File: src/rtl/counter64_if.sv
// Handshake bundle between the 64-bit counter controller and its neighbours.
// HI_WIDTH sets the upper-word width and must match the attached controller.
interface counter64_if #(
  parameter int HI_WIDTH = 32
);
  logic                cmd_start;
  logic                cmd_stop;
  logic                cmd_clear;
  logic [31:0]         lo_count;
  logic                lo_ovf;
  logic                snap_req;
  logic                cnt_en;
  logic                cnt_res;
  logic [HI_WIDTH-1:0] hi_count;
  logic [31:0]         snap_lo;
  logic [HI_WIDTH-1:0] snap_hi;
  logic                snap_valid;
  logic                running;
  logic                wrap_sticky;

  modport master (
    output cmd_start, cmd_stop, cmd_clear,
    output lo_count, lo_ovf, snap_req,
    input  cnt_en, cnt_res, hi_count,
    input  snap_lo, snap_hi, snap_valid,
    input  running, wrap_sticky
  );

  modport slave (
    input  cmd_start, cmd_stop, cmd_clear,
    input  lo_count, lo_ovf, snap_req,
    output cnt_en, cnt_res, hi_count,
    output snap_lo, snap_hi, snap_valid,
    output running, wrap_sticky
  );
endinterface

File: src/rtl/counter64_ctrl.sv
// Start/stop/clear control, upper word and coherent snapshots for a 64-bit counter.
// Optional COUNTER64_SATURATE_EN: upper word saturates and forces HALT.
module counter64_ctrl #(
  parameter int HI_WIDTH = 32
) (
  input  logic       clk,
  input  logic       res,
  counter64_if.slave bus
);

  typedef enum logic [1:0] {
    IDLE = 2'd0,
    RUN  = 2'd1,
    HALT = 2'd2
  } state_e;

  state_e              state_q, state_d;
  logic [HI_WIDTH-1:0] hi_q, hi_d;
  logic [HI_WIDTH-1:0] shi_q, shi_d;
  logic [31:0]         slo_q, slo_d;
  logic                sv_q, sv_d;
  logic                wrap_q, wrap_d;
  logic                hi_max;
  logic                start_ok;

  assign hi_max = &hi_q;

`ifdef COUNTER64_SATURATE_EN
  assign start_ok = ~wrap_q;
`else
  assign start_ok = 1'b1;
`endif

  always_comb begin
    state_d = state_q;
    hi_d    = hi_q;
    wrap_d  = wrap_q;
    slo_d   = slo_q;
    shi_d   = shi_q;
    sv_d    = bus.snap_req;

    // Adding lo_ovf covers the cycle where hi has not yet caught up
    if (bus.snap_req) begin
      slo_d = bus.lo_count;
      shi_d = hi_q + HI_WIDTH'(bus.lo_ovf);
`ifdef COUNTER64_SATURATE_EN
      if (hi_max && bus.lo_ovf) shi_d = '1;
`endif
    end

    if (bus.cmd_clear) begin
      state_d = IDLE;
      hi_d    = '0;
      wrap_d  = 1'b0;
    end else begin
      if (bus.cmd_stop) begin
        if (state_q == RUN) state_d = HALT;
      end else if (bus.cmd_start) begin
        if (state_q != RUN && start_ok) state_d = RUN;
      end
      if (bus.lo_ovf) begin
        hi_d = hi_q + HI_WIDTH'(1);
        if (hi_max) begin
          wrap_d = 1'b1;
`ifdef COUNTER64_SATURATE_EN
          hi_d    = hi_q;
          state_d = HALT;
`endif
        end
      end
    end
  end

  always_ff @(posedge clk) begin
    if (res) begin
      state_q <= IDLE;
      hi_q    <= '0;
      shi_q   <= '0;
      slo_q   <= '0;
      sv_q    <= 1'b0;
      wrap_q  <= 1'b0;
    end else begin
      state_q <= state_d;
      hi_q    <= hi_d;
      shi_q   <= shi_d;
      slo_q   <= slo_d;
      sv_q    <= sv_d;
      wrap_q  <= wrap_d;
    end
  end

  assign bus.cnt_en      = (state_q == RUN);
  assign bus.running     = (state_q == RUN);
  assign bus.cnt_res     = res | bus.cmd_clear;
  assign bus.hi_count    = hi_q;
  assign bus.snap_lo     = slo_q;
  assign bus.snap_hi     = shi_q;
  assign bus.snap_valid  = sv_q;
  assign bus.wrap_sticky = wrap_q;

endmodule

File: src/flat_wrapper.sv
// flat-port wrapper written by rule: the top's interface ports become plain ports
module counter64_ctrl_flat 
#(
  parameter int HI_WIDTH = 32
)
  (clk, res, bus_cmd_start, bus_cmd_stop, bus_cmd_clear, bus_lo_count, bus_lo_ovf, bus_snap_req, bus_cnt_en, bus_cnt_res, bus_hi_count, bus_snap_lo, bus_snap_hi, bus_snap_valid, bus_running, bus_wrap_sticky);
  counter64_if #(.HI_WIDTH(HI_WIDTH)) bus_i ();
  input  logic clk;
  input  logic res;
  input wire logic [$bits(bus_i.cmd_start)-1:0] bus_cmd_start;
  input wire logic [$bits(bus_i.cmd_stop)-1:0] bus_cmd_stop;
  input wire logic [$bits(bus_i.cmd_clear)-1:0] bus_cmd_clear;
  input wire logic [$bits(bus_i.lo_count)-1:0] bus_lo_count;
  input wire logic [$bits(bus_i.lo_ovf)-1:0] bus_lo_ovf;
  input wire logic [$bits(bus_i.snap_req)-1:0] bus_snap_req;
  output wire logic [$bits(bus_i.cnt_en)-1:0] bus_cnt_en;
  output wire logic [$bits(bus_i.cnt_res)-1:0] bus_cnt_res;
  output wire logic [$bits(bus_i.hi_count)-1:0] bus_hi_count;
  output wire logic [$bits(bus_i.snap_lo)-1:0] bus_snap_lo;
  output wire logic [$bits(bus_i.snap_hi)-1:0] bus_snap_hi;
  output wire logic [$bits(bus_i.snap_valid)-1:0] bus_snap_valid;
  output wire logic [$bits(bus_i.running)-1:0] bus_running;
  output wire logic [$bits(bus_i.wrap_sticky)-1:0] bus_wrap_sticky;
  assign bus_i.cmd_start = bus_cmd_start;
  assign bus_i.cmd_stop = bus_cmd_stop;
  assign bus_i.cmd_clear = bus_cmd_clear;
  assign bus_i.lo_count = bus_lo_count;
  assign bus_i.lo_ovf = bus_lo_ovf;
  assign bus_i.snap_req = bus_snap_req;
  assign bus_cnt_en = bus_i.cnt_en;
  assign bus_cnt_res = bus_i.cnt_res;
  assign bus_hi_count = bus_i.hi_count;
  assign bus_snap_lo = bus_i.snap_lo;
  assign bus_snap_hi = bus_i.snap_hi;
  assign bus_snap_valid = bus_i.snap_valid;
  assign bus_running = bus_i.running;
  assign bus_wrap_sticky = bus_i.wrap_sticky;
  counter64_ctrl #(.HI_WIDTH(HI_WIDTH)) u_core (.clk(clk), .res(res), .bus(bus_i));
endmodule
File: config.mk
export PLATFORM = sky130hd
export DESIGN_NAME = counter64_ctrl_flat
export DESIGN_NICKNAME = d
export VERILOG_FILES = /design/src/rtl/counter64_if.sv /design/src/rtl/counter64_ctrl.sv /design/src/flat_wrapper.sv
export SDC_FILE = /design/constraint.sdc
export NUM_CORES = 1
export LEC_CHECK = 0
export CAP_MARGIN = 20
export CORE_MARGIN = 5
export CORE_UTILIZATION = 47
export DETAILED_ROUTE_END_ITERATION = 10
export PLACE_DENSITY = 0.81
export SETUP_SLACK_MARGIN = 0.5
export SYNTH_ARGS = -nofsm -noshare
export SYNTH_HDL_FRONTEND = slang
export SYNTH_SLANG_ARGS = --single-unit
export TNS_END_PERCENT = 30
File: constraint.sdc
create_clock -name clk -period 3.24 [get_ports clk]
set_clock_uncertainty 0.1 [all_clocks]
set_input_delay 0.648 -clock clk [delete_from_list [all_inputs] [get_ports clk]]
set_output_delay 0.648 -clock clk [all_outputs]
set_load 0.01 [all_outputs]
==> results.sh, run 1 <==
export IMPL_ir_drop_uv=236
export IMPL_dp_cells=741
export IMPL_vias=4280
export IMPL_power_frac_comb_pct=11.6
export IMPL_relSlewSlack_pct=44.1
export IMPL_min_path_type="flop to flop"
export IMPL_clock_latency_ns=0.37
export IMPL_avgRoutedWirePerCell_um=16.7
export IMPL_holdBufCountCts=0
export IMPL_cts_made_buffers=9
export IMPL_clkPwrFrac_pct=34.6
export IMPL_placed_area_sq_um=5950
export IMPL_track_usage_pct=21.8
export IMPL_power_total_w=0.00241
export IMPL_dieArea_sq_um=11600
export IMPL_grt_max_degree=67
export IMPL_clkSlewWorstSetupHoldPaths_ns=0.09
export IMPL_core_sq_um=9280
export IMPL_post_cts_buffers=0
export IMPL_drcViolationCount=0
export IMPL_rows=35
export IMPL_switching_share_pct=24.0
export IMPL_ys_seq_elements=100
export IMPL_rsz0062_at_grt="yes"
export IMPL_multi_input_area_sq_um=2300
export IMPL_crit_required_ns=2.49
export IMPL_status="complete, no violations"
export IMPL_grt_pass1_vias=4083
export IMPL_first_iter_violations=270
export IMPL_antenna_found_initial=0
export IMPL_intPower_w=0.00183
export IMPL_hold_slack_ns=0.384
export IMPL_met3_usage_pct=8.28
export IMPL_fillers=783
export IMPL_final_seq_area_sq_um=2000
export IMPL_p_switching_w=0.000579
export IMPL_crit_path_max_fanout=2
export IMPL_met1_usage_pct=26.2
export IMPL_grt_pass1_wl_um=20400
export IMPL_die_y_um=108
export IMPL_drtAntennaViolNets=0
export IMPL_drive_above_1_share_pct=5.89
export IMPL_cap_viol_max_count=0
export IMPL_start_util_pct=48.5
export IMPL_area_delta_synth_final_pct=37.0
export IMPL_nNetsFinal=666
export IMPL_cts_sinks=100
export IMPL_htreeDepth=3
export IMPL_ys_warnings_count=0
export IMPL_ys_seq_area_share_pct=44.5
export IMPL_netlist_area_sq_um=4500
export IMPL_cp_start_kind="input port"
export IMPL_dp_hpwl_um=9210
export IMPL_use_met2_pct=35.7
export IMPL_path_class="input port to output port"
export IMPL_gr_total_overflow=0
export IMPL_synthCells=505
export IMPL_fin_tns_setup_ns=0
export IMPL_finalCritPeriodShare_pct=82.8
export IMPL_fmax_mhz=373
export IMPL_critPathCaptureType="output port"
export IMPL_powerDensity_nw_per_um2=391
export IMPL_worst_pin_slew_ns=0.839
export IMPL_cts_tree="done"
export IMPL_p_leak_nw=2.10
export IMPL_design_area_sq_um=6170
export IMPL_gp_congestion=0.850
export IMPL_fin_cells=757
export IMPL_first_pass_iters=5
export IMPL_cp_arrival_ns=1.94
export IMPL_via_per_inst=5.65
export IMPL_drv_slew=0
export IMPL_seqPwrFrac_pct=53.8
export IMPL_synth_avg_cell_area_sq_um=8.92
export IMPL_io_buffers=139
export IMPL_cts_root_buf="clkbuf_8"
export IMPL_min_period_ns=2.68
export IMPL_die_x_um=108
export IMPL_wirelength_um=12700
export IMPL_finalSetupViolCount=0
export IMPL_num_antenna_cells=0
export IMPL_pin_count=140
export IMPL_top_usage_layer="met2"
export IMPL_clockBufferDepth=2
export IMPL_synth_distinct_cells=42
export IMPL_hold_viol=0
export IMPL_syn_num_nets=548
cells in the final DEF (no fill, tap or decap), types with 3 or more instances in the layout:
cell type / Yosys / final
inv_1: 5 / 5
or4_1: 16 / 15
nand3_1: 5 / 5
xnor2_1: 17 / 17
clkbuf_8: 0 / 11
a21oi_1: 19 / 19
and4_1: 4 / 4
nor2_1: 85 / 85
o41ai_1: 3 / 3
nand4_2: 3 / 3
clkdlybuf4s50_1: 0 / 137
or3_1: 21 / 21
buf_4: 5 / 11
dfxtp_1: 100 / 100
nor4_1: 17 / 17
a211oi_1: 16 / 16
a311oi_1: 12 / 12
o21ai_0: 14 / 14
xor2_1: 8 / 8
nor3_1: 10 / 10
nand2_1: 22 / 22
ha_1: 4 / 4
nand4_1: 15 / 15
o31ai_1: 13 / 13
mux2i_1: 37 / 37
critical path: stages:
cell,delay [ns]
clkdlybuf4s50_1,0.42
nor2_1,0.24
inv_1,0.13
clkdlybuf4s50_1,0.50
stage by stage:
| stage | utilization (%) | setup WS, ns |
|---|---|---|
| 3_3_place_gp | 64.1 | 0.167 |
| 5_1_grt | 66.5 | 0.473 |
| 3_5_place_dp | 64.1 | 0.108 |
| 4_1_cts | 66.4 | 0.541 |
| 6_report | 66.5 | 0.556 |
| 2_1_floorplan | - | 0.695 |
state kept, by name (all words and copies together) (netlist names):
| name | cells |
|---|---|
| u_core.state_q | 2 |
| u_core.bus.hi_count | 32 |
| u_core.bus.snap_lo | 32 |
| u_core.bus.snap_valid | 1 |
| u_core.bus.snap_hi | 32 |
| u_core.bus.wrap_sticky | 1 |
final timing paths:
kind / from / end / slack [ns] / cells after the start
worst max-delay path: bus_cmd_clear / bus_cnt_res / 0.56 / 4
worst min-delay path: u_core.bus.wrap_sticky$_SDFFE_PP0P_ / u_core.bus.wrap_sticky$_SDFFE_PP0P_ / 0.38 / 2
worst max register to register: u_core.bus.hi_count[6]$_SDFFE_PP0P_ / u_core.bus.snap_hi[22]$_SDFFE_PP0P_ / 0.64 / 4
worst min register to register: u_core.bus.wrap_sticky$_SDFFE_PP0P_ / u_core.bus.wrap_sticky$_SDFFE_PP0P_ / 0.38 / 2
what timing repair did:
item	4_1_cts	5_1_grt
endpoints found under the hold margin	0	0
pin swaps	0	2
setup endpoints to repair	1	8
gates resized for setup	1	1
cell families (layout without fill, tap and decap cells):
group / Yosys count / in the layout / synth area share (%)
adders and majority gates: 4 / 4 / 1.11
and+or+nand+nor: 210 / 210 / 24.5
muxes: 37 / 37 / 8.22
buffers and inverters: 48 / 171 / 4.61
xor gates and xnor gates: 25 / 25 / 4.86
AOI/OAI and AO/OA: 81 / 81 / 12.2
DFF: 100 / 100 / 44.5
power groups by stage:
stage / Combinational [W] / Sequential [W] / Clock (W)
detailed placement: 0.000283 / 0.00133 / 0
floorplan: 0.000101 / 0.00134 / 0
global route: 0.000303 / 0.00130 / 0.000904
CTS: 0.000284 / 0.00130 / 0.000851
global placement: 0.000278 / 0.00132 / 0
finish: 0.000280 / 0.00130 / 0.000835
synthesized netlist by cell type:
master     instances  area, sq um
or3_1             21          131
nand3_1            5         25.0
and4_1             4         35.0
or4_1             16          120
nor4b_1            1         8.76
and3_1             1         6.26
o21bai_1           1         7.51
dfxtp_1          100         2000
o21ai_0           14         70.1
o31ai_1           13         97.6
o41ai_1            3         26.3
nor3_1            10         50.1
nor4_1            17          106
nand4bb_1          1         11.3
a21oi_1           19         95.1
nand4_1           15         93.8
clkbuf_1          28          105
buf_2              7         35.0
mux2i_1           37          370
a211oi_1          16          120
o311a_1            1         10.0
and2_1             1         6.26
or2_2              1         6.26
or2_0              1         6.26
a311oi_1          12          105
buf_1              3         11.3
nand4_2            3         37.5
nor2b_1            1         6.26
or4b_1             1         10.0
a31o_2             1         8.76
xnor2_1           17          149
o311ai_0           1         8.76
or2_1              1         6.26
xor2_1             8         70.1
inv_1              5         18.8
nor2_1            85          319
nand2_1           22         82.6
buf_4              5         37.5
nand4_4            1         21.3
nor3b_1            1         7.51
ha_1               4         50.1
and2b_1            1         7.51
per-layer routing:
layer | part of all wire, % | routed length (um)
met1 | 41 | 5220
met2 | 48 | 6060
met3 | 9.5 | 1200
met4 | 1.5 | 186
met5 | 0 | 0
final cells by class:
class | instances | area share (%)
Multi-Input combinational cell | 357 | 37.3
Inverter | 5 | 0.304
Sequential cell | 100 | 32.4
Tap cell | 129 | 2.62
Clock inverter | 5 | 0.953
Timing Repair Buffer | 150 | 24.0
Clock buffer | 11 | 2.45
No activity file was read; power rests on OpenSTA's default activity.
==> run 2, diff against run 1 <==
--- a/config.mk
+++ b/config.mk
@@ -7,9 +7,9 @@
 export LEC_CHECK = 0
 export CAP_MARGIN = 20
 export CORE_MARGIN = 5
-export CORE_UTILIZATION = 47
+export CORE_UTILIZATION = 42
 export DETAILED_ROUTE_END_ITERATION = 10
-export PLACE_DENSITY = 0.81
+export PLACE_DENSITY = 0.76
 export SETUP_SLACK_MARGIN = 0.5
 export SYNTH_ARGS = -nofsm -noshare
 export SYNTH_HDL_FRONTEND = slang
==> constraint.sdc (replaced) <==
create_clock -name clk -period 2.22 [get_ports clk]
set_clock_uncertainty 0.1 [all_clocks]
set_input_delay 0.444 -clock clk [delete_from_list [all_inputs] [get_ports clk]]
set_output_delay 0.444 -clock clk [all_outputs]
set_load 0.01 [all_outputs]
==> run 2 against run 1 <==
First-iteration DRC count up 40%. Register-to-register slack worse by 0.43 ns. Worst hold slack worse by 0.0046 ns. Design area up 22%. Count of clock-buffer cells in the layout unchanged. Die area up 11%. Sequential share of layout area down 4.6 points. Setup slack worse by 0.35 ns. Non-clock buffer count up 90. Critical path type is now flop to flop. Largest cell class unchanged. Highest routed layer unchanged.
==> results.sh, run 2 (synthesis results as in run 1) <==
export IMPL_critPathBufInv=0
export IMPL_nNetsFinal=760
export IMPL_cts_root_buf="clkbuf_8"
export IMPL_relSlewSlack_pct=49.4
export IMPL_vias=5096
export IMPL_met1_usage_pct=25.4
export IMPL_cts_made_buffers=9
export IMPL_layout_commonest_cell="clkdlybuf4s50_1"
export IMPL_cp_arrival_ns=2.18
export IMPL_drive_above_1_share_pct=32.4
export IMPL_gr_total_overflow=0
export IMPL_cts_sinks=100
export IMPL_ir_drop_uv=336
export IMPL_crit_path_max_fanout=6
export IMPL_first_pass_iters=5
export IMPL_utilization_pct=72.6
export IMPL_powerDensity_nw_per_um2=456
export IMPL_final_cell_mix="clkdlybuf4s50_1, nor2_1, buf_4"
export IMPL_cp_start_kind="flop"
export IMPL_fillers=726
export IMPL_min_period_ns=2.01
export IMPL_finalSetupViolCount=0
export IMPL_start_util_pct=43.4
export IMPL_antenna_found_initial=0
export IMPL_pin_count=140
export IMPL_via_per_inst=5.94
export IMPL_dp_hpwl_um=9920
export IMPL_wirelength_um=17200
export IMPL_grt_pass1_wl_um=23900
export IMPL_min_path_type="input port to flop"
export IMPL_finalCritPeriodShare_pct=90.6
export IMPL_track_usage_pct=22.5
export IMPL_first_iter_violations=378
export IMPL_area_delta_synth_final_pct=67.1
export IMPL_cts_tree="done"
export IMPL_drtAntennaViolNets=0
export IMPL_gp_congestion=0.870
export IMPL_num_antenna_cells=0
export IMPL_clkSlewWorstSetupHoldPaths_ns=0.10
export IMPL_fmax_mhz=497
export IMPL_placed_area_sq_um=6300
export IMPL_slowest_stage="or4_4"
export IMPL_critPathCaptureType="flop"
export IMPL_rows=37
export IMPL_grt_pass1_vias=4830
export IMPL_use_met2_pct=38.1
export IMPL_rsz0062_at_grt="yes"
export IMPL_dieArea_sq_um=12900
export IMPL_hold_viol=0
export IMPL_top_usage_layer="met2"
export IMPL_status="complete, no violations"
export IMPL_clockBufferDepth=2
export IMPL_p_leak_nw=3.08
export IMPL_cap_viol_max_count=0
export IMPL_io_buffers=139
export IMPL_drcViolationCount=0
export IMPL_crit_required_ns=2.39
export IMPL_cp_top_family="simple AND/OR/NAND/NOR gates"
export IMPL_slowest_delay_ns=0.49
export IMPL_die_y_um=114
export IMPL_htreeDepth=3
export IMPL_worst_pin_slew_ns=0.758
export IMPL_path_class="flop to flop"
export IMPL_worstPathCellList="ha_4 -> ha_4 -> nand3_4 -> or4_4 -> or3_4 -> a311oi_2"
export IMPL_design_area_sq_um=7520
export IMPL_grt_max_degree=67
export IMPL_core_sq_um=10400
export IMPL_die_x_um=114
export IMPL_met3_usage_pct=9.28
export IMPL_drv_slew=0
export IMPL_power_total_w=0.00343
export IMPL_clock_latency_ns=0.36
export IMPL_avgRoutedWirePerCell_um=20.0
export IMPL_cp_common_cell="ha_4"
## run 2: final cells by class
class                   instances  area (sq um)  area share (%)
clock inverters                 5          35.0           0.466
flip-flops and latches        100          2100            27.9
well taps                     136           170            2.26
multi-input cells             361          2780            36.9
clock buffers                  11           151            2.01
inverters                       5          21.3           0.283
repair buffers                240          2270            30.2
## run 2: worst reg2reg max path, delay by kind of cell (launching register included)
| kind | cells | cell delay [ns] |
|---|---|---|
| fa+ha+maj | 2 | 0.29 |
| compound gates | 1 | 0.24 |
| flops | 1 | 0.38 |
| simple gates | 3 | 0.93 |
## run 2: stage by stage
stage               TNS [ns]  hold WS, ns  cells  setup slack, ns
CTS                        0        0.357    830            0.252
finish                     0        0.379    858            0.210
floorplan                  0        0.363    505            0.186
detailed placement    -10.55        0.372    777           -0.481
global route               0        0.379    858            0.158
global placement       -8.02        0.356    777           -0.414
## run 2: final timing paths
| path | startpoint | to | slack [ns] | depth (start not counted) |
|---|---|---|---|---|
| worst max-delay path | u_core.bus.hi_count[0]$_SDFFE_PP0P_ | u_core.bus.snap_hi[24]$_SDFFE_PP0P_ | 0.21 | 6 |
| worst min register to register | u_core.bus.snap_hi[10]$_SDFFE_PP0P_ | u_core.bus.snap_hi[10]$_SDFFE_PP0P_ | 0.39 | 2 |
| worst min-delay path | bus_snap_req | u_core.bus.snap_hi[2]$_SDFFE_PP0P_ | 0.38 | 2 |
| worst max register to register | u_core.bus.hi_count[0]$_SDFFE_PP0P_ | u_core.bus.snap_hi[24]$_SDFFE_PP0P_ | 0.21 | 6 |
## run 2: where the power goes
group / switching (W) / internal (W) / leakage, nW
registers: 0.0000368 / 0.00183 / 0.839
logic: 0.000193 / 0.000244 / 2.15
clock network: 0.000656 / 0.000473 / 0.0957
total: 0.000886 / 0.00255 / 3.08
## run 2: routing by layer
| metal | up-vias | wire, um |
|---|---|---|
| met5 | - | 0 |
| met3 | 84 | 1860 |
| met1 | 2414 | 6300 |
| met2 | 330 | 8170 |
| met4 | 0 | 840 |
| li1 | 2268 | - |
## run 2: what timing repair did
| action | in CTS | in global routing |
|---|---|---|
| hold buffers | 0 | 0 |
| cloned | 3 | 1 |
| setup buffers | 34 | 27 |
| setup endpoints to repair | 155 | 143 |
| pin swaps | 27 | 27 |
| hold endpoints to repair | 0 | 0 |
| gates resized for setup | 100 | 74 |
